<file path="config.mk">
export PLATFORM = sky130hd
export DESIGN_NAME = operand_skewer
export DESIGN_NICKNAME = d
export VERILOG_FILES = /design/src/rtl/systolic_pkg.sv /design/src/rtl/skew_lane_mux.sv /design/src/rtl/operand_skewer.sv
export SDC_FILE = /design/constraint.sdc
export NUM_CORES = 1
export LEC_CHECK = 0
export CAP_MARGIN = 30
export CELL_PAD_IN_SITES_DETAIL_PLACEMENT = 0
export CELL_PAD_IN_SITES_GLOBAL_PLACEMENT = 1
export CORE_ASPECT_RATIO = 1.75
export CORE_MARGIN = 2
export CORE_UTILIZATION = 42
export CTS_BUF_LIST = sky130_fd_sc_hd__clkbuf_8
export DETAILED_ROUTE_END_ITERATION = 16
export PLACE_DENSITY = 0.81
export SETUP_SLACK_MARGIN = 0.5
export SLEW_MARGIN = 20
export SYNTH_ARGS = -nofsm -noshare
export SYNTH_HDL_FRONTEND = slang
export SYNTH_HIERARCHICAL = 1
export SYNTH_SLANG_ARGS = --single-unit
</file>
<file path="constraint.sdc">
create_clock -name clk -period 2.4 [get_ports clk]
set_input_delay 0.36 -clock clk [delete_from_list [all_inputs] [get_ports clk]]
set_output_delay 0.36 -clock clk [all_outputs]
set_load 0.02 [all_outputs]
</file>
<file path="src/rtl/systolic_pkg.sv">
// Shared defaults and state encoding for the systolic array front end.
package systolic_pkg;

    localparam int DEF_N      = 4;
    localparam int DEF_DATA_W = 8;

    typedef enum logic [1:0] {
        ST_LOAD   = 2'd0,
        ST_STREAM = 2'd1,
        ST_DRAIN  = 2'd2
    } skew_state_e;

    // Step and beat counters must hold 0..2N-1 without wrapping.
    function automatic int cnt_width(input int n);
        return $clog2(2 * n);
    endfunction

endpackage

</file>
<file path="src/rtl/skew_lane_mux.sv">
// Picks the element a single edge lane presents at step t, zero outside the
// lane's diagonal window.
module skew_lane_mux
    import systolic_pkg::*;
#(
    parameter int N      = DEF_N,
    parameter int DATA_W = DEF_DATA_W,
    parameter int CNT_W  = 3,
    parameter int LANE   = 0
) (
    input  logic [N*DATA_W-1:0] elems,
    input  logic [CNT_W-1:0]    t,
    input  logic                en,
    output logic [DATA_W-1:0]   elem
);

    // Lane LANE shows element t-LANE; any t outside [LANE, LANE+N) yields 0.
    always_comb begin
        elem = '0;
        for (int k = 0; k < N; k++) begin
            if (en && (int'(t) == k + LANE)) begin
                elem = elems[k*DATA_W +: DATA_W];
            end
        end
    end

endmodule

</file>
<file path="src/rtl/operand_skewer.sv">
// Buffers an A/B operand pair and feeds it diagonally skewed into the west and
// north edges of an N x N systolic array.
//
//   state     | meaning
//   ----------+-----------------------------------------------------------
//   ST_LOAD   | accept N beats (row r of A, column r of B)
//   ST_STREAM | drive steps t = 0..2N-2 onto the array edges
//   ST_DRAIN  | wait DRAIN_CYC cycles for the PE pipeline, then pulse done
module operand_skewer
    import systolic_pkg::*;
#(
    parameter int N         = DEF_N,
    parameter int DATA_W    = DEF_DATA_W,
    parameter int DRAIN_CYC = 2 * N
) (
    input  logic                clk,
    input  logic                rst,
    input  logic                in_valid,
    output logic                in_ready,
    input  logic [N*DATA_W-1:0] in_a_row,
    input  logic [N*DATA_W-1:0] in_b_col,
    output logic [N*DATA_W-1:0] out_west,
    output logic [N*DATA_W-1:0] out_north,
    output logic                out_valid,
    output logic                done
);

    localparam int CNT_W = cnt_width(N);
    localparam int DRN_W = ($clog2(DRAIN_CYC) > CNT_W) ? $clog2(DRAIN_CYC) : CNT_W;

    skew_state_e         state_q, state_d;
    logic [CNT_W-1:0]    beat_q, beat_d;
    logic [CNT_W-1:0]    t_q, t_d;
    logic [DRN_W-1:0]    drn_q, drn_d;
    logic                in_ready_d, out_valid_d, done_d;
    logic                load_we;
    logic [N*DATA_W-1:0] west_d, north_d;

    logic [N*DATA_W-1:0] a_buf  [N];
    logic [N*DATA_W-1:0] b_buf  [N];
    logic [N*DATA_W-1:0] a_view [N];
    logic [N*DATA_W-1:0] b_view [N];

    always_ff @(posedge clk) begin
        for (int r = 0; r < N; r++) begin
            if (load_we && (beat_q == CNT_W'(r))) begin
                a_buf[r] <= in_a_row;
                b_buf[r] <= in_b_col;
            end
        end
    end

    // Write-through view so the edge accepting the last beat can already
    // register step 0 without depending on N > 1.
    always_comb begin
        a_view = a_buf;
        b_view = b_buf;
        for (int r = 0; r < N; r++) begin
            if (load_we && (beat_q == CNT_W'(r))) begin
                a_view[r] = in_a_row;
                b_view[r] = in_b_col;
            end
        end
    end

    always_comb begin
        state_d     = state_q;
        beat_d      = beat_q;
        t_d         = t_q;
        drn_d       = drn_q;
        out_valid_d = 1'b0;
        done_d      = 1'b0;
        load_we     = 1'b0;
        case (state_q)
            ST_LOAD: begin
                if (in_valid && in_ready) begin
                    load_we = 1'b1;
                    if (beat_q == CNT_W'(N - 1)) begin
                        beat_d      = '0;
                        t_d         = '0;
                        out_valid_d = 1'b1;
                        state_d     = ST_STREAM;
                    end else begin
                        beat_d = beat_q + 1'b1;
                    end
                end
            end
            ST_STREAM: begin
                if (t_q == CNT_W'(2 * N - 2)) begin
                    t_d     = '0;
                    drn_d   = DRN_W'(DRAIN_CYC - 1);
                    state_d = ST_DRAIN;
                end else begin
                    t_d         = t_q + 1'b1;
                    out_valid_d = 1'b1;
                end
            end
            ST_DRAIN: begin
                if (drn_q == '0) begin
                    done_d  = 1'b1;
                    beat_d  = '0;
                    state_d = ST_LOAD;
                end else begin
                    drn_d = drn_q - 1'b1;
                end
            end
            default: state_d = ST_LOAD;
        endcase
        // The done cycle keeps in_ready low so no beat can coincide with it.
        in_ready_d = (state_d == ST_LOAD) && !done_d;
    end

    for (genvar i = 0; i < N; i++) begin : g_lane
        skew_lane_mux #(
            .N      (N),
            .DATA_W (DATA_W),
            .CNT_W  (CNT_W),
            .LANE   (i)
        ) u_west (
            .elems (a_view[i]),
            .t     (t_d),
            .en    (out_valid_d),
            .elem  (west_d[i*DATA_W +: DATA_W])
        );
        skew_lane_mux #(
            .N      (N),
            .DATA_W (DATA_W),
            .CNT_W  (CNT_W),
            .LANE   (i)
        ) u_north (
            .elems (b_view[i]),
            .t     (t_d),
            .en    (out_valid_d),
            .elem  (north_d[i*DATA_W +: DATA_W])
        );
    end

    always_ff @(posedge clk) begin
        if (!rst) begin
            state_q   <= ST_LOAD;
            beat_q    <= '0;
            t_q       <= '0;
            drn_q     <= '0;
            in_ready  <= 1'b0;
            out_valid <= 1'b0;
            done      <= 1'b0;
            out_west  <= '0;
            out_north <= '0;
        end else begin
            state_q   <= state_d;
            beat_q    <= beat_d;
            t_q       <= t_d;
            drn_q     <= drn_d;
            in_ready  <= in_ready_d;
            out_valid <= out_valid_d;
            done      <= done_d;
            out_west  <= west_d;
            out_north <= north_d;
        end
    end

endmodule

</file>
# Yosys cells after proc, flatten, opt, wreduce, memory -nomap -nowiden
# Index checks and enable logic that the tools add are counted.
dict set report op_classes {
  addsub 3
  n_mul 0
  div_mod_pow 0
  n_lt_le_gt_ge 0
  n_eq_ne 16
  shifts 0
  n_mux 64
  bitwise 0
  n_reduce_logical 23
}
# op n
set ops {}
lappend ops {{$mux W32} 8}
lappend ops {{$mux W8} 32}
lappend ops {{$mux W3} 8}
lappend ops {{$pmux W3 S2} 3}
lappend ops {{$eq A3 B3 Y1 const B} 5}
lappend ops {{$logic_and A1 B1 Y1} 13}
lappend ops {{$eq A3 B2 Y1 const B} 4}
lappend ops {{$logic_not A3 Y1} 3}
lappend ops {{$mux W2} 4}
lappend ops {{$ne A2 B2 Y1 const B} 4}
lappend ops {{$mux W1} 7}
lappend ops {{$add A3 B1 Y3 const B} 2}
lappend ops {{$pmux W2 S3} 1}
lappend ops {{$reduce_and A3 Y1} 2}
lappend ops {{$logic_not A2 Y1} 2}
lappend ops {{$reduce_bool A2 Y1} 2}
lappend ops {{$eq A3 B1 Y1 const B} 1}
lappend ops {{$sub A3 B1 Y3 const B} 1}
lappend ops {{$eq A2 B1 Y1 const B} 1}
lappend ops {{$eq A2 B2 Y1 const B} 1}
lappend ops {{$pmux W1 S2} 1}
lappend ops {{$logic_not A1 Y1} 1}
dict set report totals {
  ff_bits 334
  latchBits 0
  ram_bits 0
  rom_bits 0
  in_bits 67
  mem_count 0
}

# Longest topological paths before layout
# Gate-level depths: netlist (run 1).
dict set report logic_depth {
  ltp_word 10
  ltp_mapped 12
  ltp_nobuf 10
}

# Cells and area by module
# The synthesis (run 1) kept the hierarchy.
# mod instances cells_each area_per_inst_um2 seq_area_each_um2
set by_module_without_submodules {}
lappend by_module_without_submodules {operand_skewer 1 899 10831.6 6686.4}
lappend by_module_without_submodules {{skew_lane_mux (g_lane[3].u_north ...)} 2 50 335.3 0.0}
lappend by_module_without_submodules {{skew_lane_mux (g_lane[1].u_north ...)} 2 48 310.3 0.0}
lappend by_module_without_submodules {{skew_lane_mux (g_lane[2].u_north ...)} 2 28 256.5 0.0}
lappend by_module_without_submodules {{skew_lane_mux (g_lane[0].u_north ...)} 2 29 252.7 0.0}

# Worst setup path before layout (run 1)
# Ideal clock, no wire load.
dict set report synth_timing {
  kind {register to register}
  start {reg state_q[0]}
  end {reg out_north[15]}
  arrival_time_ns 2.502
  required_ns 2.285
  path_slack_ns -0.217
  path_stages_with_launch 11
  path_buffers 1
  synth_period_minus_slack_ns 2.617
  path_cell_list {dfxtp_1 > inv_1 > ha_1 > nand3_4 > nand2b_1 > clkbuf_1 > nand2_1 > and2b_2 > a41oi_2 > a21oi_2 > and2_1}
}
dict set report synth_via {
  word_cells_on_any_way 19
}
# element line
set synth_lines {}
lappend synth_lines {{start: declaration} operand_skewer.sv:31} ;# skew_state_e state_q, state_d;
lappend synth_lines {{start signal: assignment} operand_skewer.sv:150} ;# state_q <= state_d;
lappend synth_lines {{$eq A2 B1 Y1 or $logic_not A2 Y1 (tied branches)} operand_skewer.sv:74} ;# case (state_q)
lappend synth_lines {{$pmux W1 S2 (*)} operand_skewer.sv:74}
lappend synth_lines {{named net out_valid_d} operand_skewer.sv:35} ;# logic in_ready_d, out_valid_d, done_d;
lappend synth_lines {{$logic_and A1 B1 Y1} skew_lane_mux.sv:21} ;# if (en && (int'(t) == k + LANE)) begin
lappend synth_lines {{$mux W8 (3 in a row)} skew_lane_mux.sv:21}
lappend synth_lines {{$mux W8 (*)} skew_lane_mux.sv:21}
lappend synth_lines {{named net north_d[15]} operand_skewer.sv:37} ;# logic [N*DATA_W-1:0] west_d, north_d;
lappend synth_lines {{end signal: assignment} operand_skewer.sv:158} ;# out_north <= north_d;
lappend synth_lines {{end: declaration} operand_skewer.sv:23} ;# output logic [N*DATA_W-1:0] out_north,
# Mark *: on every way through the listed nets, which the timed path passes. The rest lies on a longest branch.
# A chain may end at the register's enable or synchronous reset.

==> results of run 1 <==
==> power by group <==
part | internal (mW) | switching [mW] | leakage, nW
Clock | 2.21 | 2.14 | 0.540
Combinational | 0.950 | 0.822 | 4.37
Sequential | 6.37 | 0.181 | 2.75
==> logic make-up (layout without fill, tap and decap cells) <==
| group | count (synthesis) | in the layout | share of synthesized area [%] |
|---|---|---|---|
| and+or+nand+nor | 392 | 392 | 15.1 |
| AOI/OAI and AO/OA | 140 | 144 | 7.19 |
| muxes | 258 | 258 | 21.5 |
| adders and majority gates | 10 | 10 | 0.952 |
| DFF | 334 | 334 | 50.9 |
| buffers and inverters | 75 | 386 | 4.39 |
| other | 0 | 2 | 0 |
==> worst max-delay path by stage <==
stage          depth (start not counted)                        to  slack (ps)             startpoint
2_1_floorplan                         10  out_north[25]$_SDFF_PN0_         220  state_q[0]$_SDFF_PN0_
3_3_place_gp                          11    out_west[9]$_SDFF_PN0_        -300               in_valid
3_5_place_dp                          11    out_west[9]$_SDFF_PN0_        -320               in_valid
4_1_cts                               13    out_west[9]$_SDFF_PN0_         100  state_q[1]$_SDFF_PN0_
5_1_grt                               10  out_north[27]$_SDFF_PN0_         -10  state_q[0]$_SDFF_PN0_
6_report                              12   out_north[8]$_SDFF_PN0_          80  state_q[0]$_SDFF_PN0_
==> per-layer routing <==
| layer | vias to the layer above | part of all wire [%] |
|---|---|---|
| met5 | - | 0 |
| met4 | 0 | 6.4 |
| met3 | 129 | 3.9 |
| met2 | 301 | 54 |
| met1 | 4967 | 35 |
| li1 | 4769 | - |
==> timing repair <==
action,CTS,global route
cloned,16,2
setup buffers,29,18
resized for setup,172,133
hold endpoints to repair,0,0
setup endpoints to repair,94,196
pin swaps,59,58
==> cell type report <==
cell class	instances	area (um2)	share of cell area [%]
tap	391	489	2.70
clock buffer	59	812	4.48
clock inverter	25	108	0.594
multi-input combinational	804	6780	37.4
inverter	11	43.8	0.242
sequential	334	6690	36.9
timing repair buffer	291	3200	17.6
antenna	2	5.00	0.0276
==> state kept, by name, indices dropped and copies added, names as in the netlist <==
signal / cells
drn_q: 3
in_ready: 1
b_buf: 128
done: 1
a_buf: 128
state_q: 2
beat_q: 3
t_q: 3
out_valid: 1
out_north: 32
out_west: 32
==> worst max-delay path: cells and delay by family, from the launching register on <==
family	cells	cell delay, ps
buffers and inverters	4	560
and+or+nand+nor	4	430
AOI/OAI and AO/OA	2	390
DFF	1	370
muxes	1	290
adders and majority gates	1	170
==> cell usage in the layout (no fill, tap or decap), types with 5 or more instances in the layout <==
master	instances
inv_1	26
clkinv_2	5
mux2_2	168
a21oi_2	11
nor2_2	12
buf_12	21
nand3b_1	21
o21ai_2	7
mux2i_1	53
mux2_4	15
clkdlybuf4s50_1	100
a21oi_1	15
clkbuf_8	59
dlygate4sd2_1	25
nand2_1	159
buf_8	5
o22ai_2	11
o31ai_1	6
nand4b_1	5
dfxtp_1	332
nand2_4	12
nand2_2	42
o31ai_2	6
mux2_1	9
ha_1	8
nor2_1	30
mux2i_2	10
dlymetal6s2s_1	7
o21ai_1	13
buf_16	10
buf_6	30
and3b_1	5
o21ai_0	6
o22ai_1	21
a2bb2oi_2	7
buf_4	88
o22a_1	6
and2_1	67
==> synth_stat cells (3+ instances only) <==
master	n	area, um2
o22a_1	7	61.3
o2bb2ai_1	9	78.8
nand2b_1	7	43.8
a21oi_1	26	130
buf_6	28	315
a22o_1	4	35.0
a2bb2oi_1	8	70.1
clkbuf_1	12	45.0
mux2_2	172	1940
o31ai_1	14	105
dfxtp_1	334	6690
o21ai_0	24	120
and2_1	68	425
mux2_1	20	225
buf_4	8	60.1
nand2_4	3	33.8
nand4b_1	5	43.8
mux2i_1	66	661
nand3b_1	21	158
buf_2	12	60.1
ha_1	10	125
and3b_1	5	43.8
nor2_1	45	169
nor3_1	3	15.0
o22ai_1	32	200
inv_1	11	41.3
nand2_1	213	800
==> through the flow <==
step | setup slack [ps] | cells | TNS (ps) | power (mW) | util [%]
floorplan | 223 | 1209 | 0 | 7.67 | -
global placement | -299 | 1766 | -6480 | 8.10 | 50.0
detailed placement | -320 | 1766 | -7410 | 8.20 | 50.0
CTS | 105 | 1895 | 0 | 12.6 | 56.6
global route | -14.5 | 1915 | -28.5 | 13.2 | 58.8
finish | 76.6 | 1917 | 0 | 12.7 | 58.8
==> flow_summary_export.csv, run 1 <==
group,metric,value,unit
timing,drv_slew,0,
setup_path,cpPeakStageDelay,370,ps
pwr,power_density,700,mW/mm2
synth,synth_cells,1209,
synth,ys_ff_latch,334,
final_layout,syn2layout_area_growth,37.9,%
timing,setup_violations,0,
drt,ant_nets,0,
final_layout,n_fill_cell,2545,
floorplan,start_util,42.6,%
floorplan,die_h,238,um
min_path,worstHoldStart,"rst",
global_route,grt_max_degree,63,
clock_network,cts.sinks,334,
final_layout,finalNetCount,1567,
setup_path,critPathKind,"reg -> reg",
floorplan,die_area,0.0328,mm2
clock_network,clockBufferDepth,3,
global_route,antenna_found_initial,1,
job,cap_violations,0,
setup_path,cp-start-kind,"flip-flop",
final_layout,stdcell_area,0.0181,mm2
drt,drc,0,
drt,drtIter0Drc,448,
synth,synth_fp_nets,1286,
clock_network,numCtsBuffers,48,
clock_network,cts_htree_levels,2,
floorplan,die_x,138,um
global_route,grt_use_met2,45.4,%
synth,ys_seq_area_share,50.9,%
global_route,use_met3,3.57,%
setup_path,cp_max_fo,12,
min_path,hp-class,"in -> reg",
drt,firstDrtPassIters,5,
drt,via_per_inst,5.30,
clock_network,cts_hold_buf,0,
setup_path,worst_setup_path_end_kind,"flip-flop",
timing,whs,142,ps
global_route,gr-max-usage-layer,"met2",
timing,hold_viol_final,0,
synth,synth.avg_cell_area,10.9,um2
timing,fmax,430,MHz
setup_path,r2r-start,"state_q[0]$_SDFF_PN0_",
setup_path,r2r-end,"out_north[8]$_SDFF_PN0_",
floorplan,ios,134,
placed_design,dpl_cell_area,0.0154,mm2
final_layout,drive_gt1_share,38.3,%
timing,skew,24.9,ps
global_route,overflow,0,
setup_path,required,2880,ps
min_path,min_path_cells,2,
synth,synth_edf_count,0,
global_route,grt_pass1_wl,59500,um
setup_path,worst_ep_arrival_time,2810,ps
drt,wl_per_cell,21.1,um
setup_path,rr_worst_depth,12,
timing,slew_headroom,62.7,%
clock_network,clock-root-buffer,"clkbuf_8",
drt,routed_wl,40500,um
pwr,vdd.ir_drop.worst,468,uV
pwr,p_leak,7.67,nW
synth,synth_cell_types,53,
min_path,holdPathEnd,"beat_q[2]$_SDFFE_PN0P_",
clock_network,clock_latency,580,ps
timing,tightest_slew,557,ps
timing,fin_crit,2320,ps
placed_design,place.gp.congestion,0.828,
global_route,grt_use_met1,24.4,%
floorplan,rows,85,
synth,syn_area,0.0131,mm2
synth,async_flop_share,0,%
drt,via_count,10200,
timing,post-route-period-util,96.8,%
synth,synth-warning-count,6,
global_route,grt_pass1_vias,10600,
setup_path,path_cells,"inv_4 -> ha_4 -> nand3_4 -> buf_6 -> nor2_8 -> buf_12 -> nand2_8 -> buf_4 -> mux2_2 -> o21ai_0 -> o31ai_1 -> and2_1",
setup_path,r2r_setup_slack,80,ps
synth,synthFlopType,"dfxtp_1",
global_route,track_usage,24.1,%
setup_path,critPathSlowestCell,"dfxtp_4",
timing,rsz0062_at_grt,"true",
floorplan,core,0.0308,mm2
placed_design,dpl.hpwl,26000,um
status,status,"completed",
clock_network,clk_pin_slew,70,ps
placed_design,numPortBuffers,133,
clock_network,cts_tree,"done",
No activity file was read; power rests on OpenSTA's default activity.
==> inputs of run 2 (changes only) <==
- PLACE_DENSITY: 0.81 -> 0.89
==> run 2 against run 1 <==
  * Register-to-register slack hardly changed
  * Die area stayed put
  * Power is 0.25% lower
  * Sequential power hardly changed
  * Clock-buffer cell count stayed put
  * Clock skew is 9.3 ps higher
  * Via count is 2.4% lower
  * Highest routed layer unchanged
  * Wire length is 6.3% lower
  * Non-clock buffer count is 35 lower
  * Combinational power is 9.6% lower
  * Flip-flop and latch count stayed put
  * First-iteration DRC count is 8.7% higher
==> flow_summary_export.csv, run 2 (synthesized netlist as in run 1, its figures left out) <==
group,metric,value,unit
floorplan,die_area,0.0328,mm2
timing,fmax,431,MHz
floorplan,die_x,138,um
setup_path,worst_setup_path_end_kind,"flip-flop",
timing,skew,34.2,ps
setup_path,required,2920,ps
drt,routed_wl,38000,um
setup_path,cp-start-kind,"flip-flop",
final_layout,top_regs,"a_buf: 128 flops, b_buf: 128 flops",
pwr,p_leak,7.50,nW
final_layout,fin_util,55.7,%
floorplan,start_util,42.6,%
min_path,holdPathEnd,"out_west[23]$_SDFF_PN0_",
drt,drc,0,
clock_network,numCtsBuffers,48,
timing,post-route-period-util,96.7,%
timing,tightest_slew,464,ps
pwr,clockPowerShare,35.5,%
setup_path,critPathKind,"reg -> reg",
final_layout,drive_gt1_share,30.5,%
pwr,p_sw,3.09,mW
global_route,overflow,0,
job,cap_violations,0,
placed_design,dpl.hpwl,24800,um
pwr,p_sw_share,24.5,%
timing,drv_slew,0,
status,status,"completed",
setup_path,cp_top_family,"compound AO/OA/AOI/OAI gates",
min_path,worstHoldStart,"rst",
setup_path,cp_max_fo,9,
pwr,seqPwrFrac,51.9,%
global_route,grt_pass1_wl,57000,um
setup_path,crit_buf_inv,2,
drt,ant_nets,0,
drt,drtIter0Drc,487,
final_layout,finalNetCount,1536,
clock_network,clock-root-buffer,"clkbuf_8",
drt,via_count,9925,
timing,slew_headroom,68.5,%
final_layout,syn2layout_area_growth,30.6,%
final_layout,layout_common_cells,"dfxtp_1, nand2_1, mux2_2",
min_path,hp-class,"in -> reg",
timing,fin_crit,2320,ps
placed_design,numPortBuffers,133,
global_route,track_usage,23.0,%
min_path,min_path_cells,2,
final_layout,final_common_cell,"dfxtp_1",
floorplan,die_h,238,um
clock_network,cts_hold_buf,0,
placed_design,place.gp.congestion,0.839,
setup_path,r2r-end,"out_north[8]$_SDFF_PN0_",
timing,setup_violations,0,
setup_path,worst_ep_arrival_time,2840,ps
setup_path,r2r_setup_slack,80,ps
floorplan,rows,85,
drt,wl_per_cell,20.1,um
timing,rsz0062_at_grt,"true",
setup_path,critPathSlowestCell,"o22a_4",
setup_path,rr_worst_depth,9,
floorplan,ios,134,
clock_network,clockBufferDepth,3,
floorplan,core,0.0308,mm2
clock_network,clock_latency,600,ps
timing,hold_viol_final,0,
setup_path,path_cells,"inv_4 -> ha_4 -> clkinvlp_4 -> o22a_4 -> a22o_4 -> and2b_4 -> o21ai_0 -> o31ai_1 -> and2_1",
global_route,antenna_found_initial,1,
pwr,pwr-share-comb,12.7,%
pwr,internal-power,9.55,mW
clock_network,cts.sinks,334,
pwr,power_density,737,mW/mm2
final_layout,n_fill_cell,2617,
setup_path,cpPeakStageDelay,350,ps
pwr,vdd.ir_drop.worst,475,uV
clock_network,cts_htree_levels,2,
clock_network,clk_pin_slew,70,ps
global_route,grt_max_degree,71,
setup_path,r2r-start,"state_q[1]$_SDFF_PN0_",
drt,firstDrtPassIters,4,
timing,finalSetupTns,0,ps
global_route,grt_pass1_vias,10300,
pwr,power,12.6,mW
clock_network,cts_tree,"done",
drt,via_per_inst,5.27,
==> run 2: through the flow <==
step	instance area (um2)	hold WS, ps	std cells	setup WS, ps
after floorplan	13200	414	1209	223
after global placement	15300	428	1758	-400
after detailed placement	15300	432	1758	-388
after CTS	17000	38.1	1874	122
after global routing	17200	74.4	1883	31.1
final	17200	58.4	1884	80.2
==> run 2: worst max path at each step <==
stage                           from                       end  slack, ps  depth (start not counted)
2_1_floorplan  state_q[0]$_SDFF_PN0_  out_north[25]$_SDFF_PN0_        220                         10
3_3_place_gp                in_valid    out_west[8]$_SDFF_PN0_       -400                          8
3_5_place_dp                in_valid    out_west[8]$_SDFF_PN0_       -390                          8
4_1_cts        state_q[1]$_SDFF_PN0_   out_west[22]$_SDFF_PN0_        120                         10
5_1_grt        state_q[1]$_SDFF_PN0_  out_north[15]$_SDFF_PN0_         30                         11
6_report       state_q[1]$_SDFF_PN0_   out_north[8]$_SDFF_PN0_         80                          9
==> run 2: area by class of cell <==
type	instances	area, um2	area share, %
Tap cell	391	489	2.85
Clock inverter	23	139	0.809
Antenna cell	2	5.00	0.0292
Timing Repair Buffer	256	2570	15.0
Clock buffer	59	812	4.73
Inverter	11	50.0	0.292
Multi-Input combinational cell	808	6400	37.3
Sequential cell	334	6700	39.0
==> run 2: what timing repair did <==
item,4_1_cts,5_1_grt
resized for setup,130,32
setup buffers,23,7
setup endpoints to repair,105,104
cloned,11,1
pin swaps,33,5
==> run 2: power by group through the flow <==
stage / clock network (mW) / registers, mW / logic [mW]
5_1_grt: 4.80 / 6.63 / 1.72
2_1_floorplan: 0 / 6.61 / 1.06
3_5_place_dp: 0 / 6.68 / 1.50
3_3_place_gp: 0 / 6.63 / 1.44
4_1_cts: 4.56 / 6.56 / 1.58
6_report: 4.48 / 6.56 / 1.60
==> run 2: metal layers <==
metal,GRT usage [%],up-vias,share of wire [%]
met4,13.1,0,6.0
met5,0,-,0
met2,42.6,281,53
met1,24.1,4842,37
met3,3.38,112,4.0
li1,-,4690,-
==> inputs of run 3 (changes only) <==
- ABC_CLOCK_PERIOD_IN_PS: unset -> 2400
==> results of run 3 <==
Same layout as run 2: the final DEF is identical, and so are final timing and power.
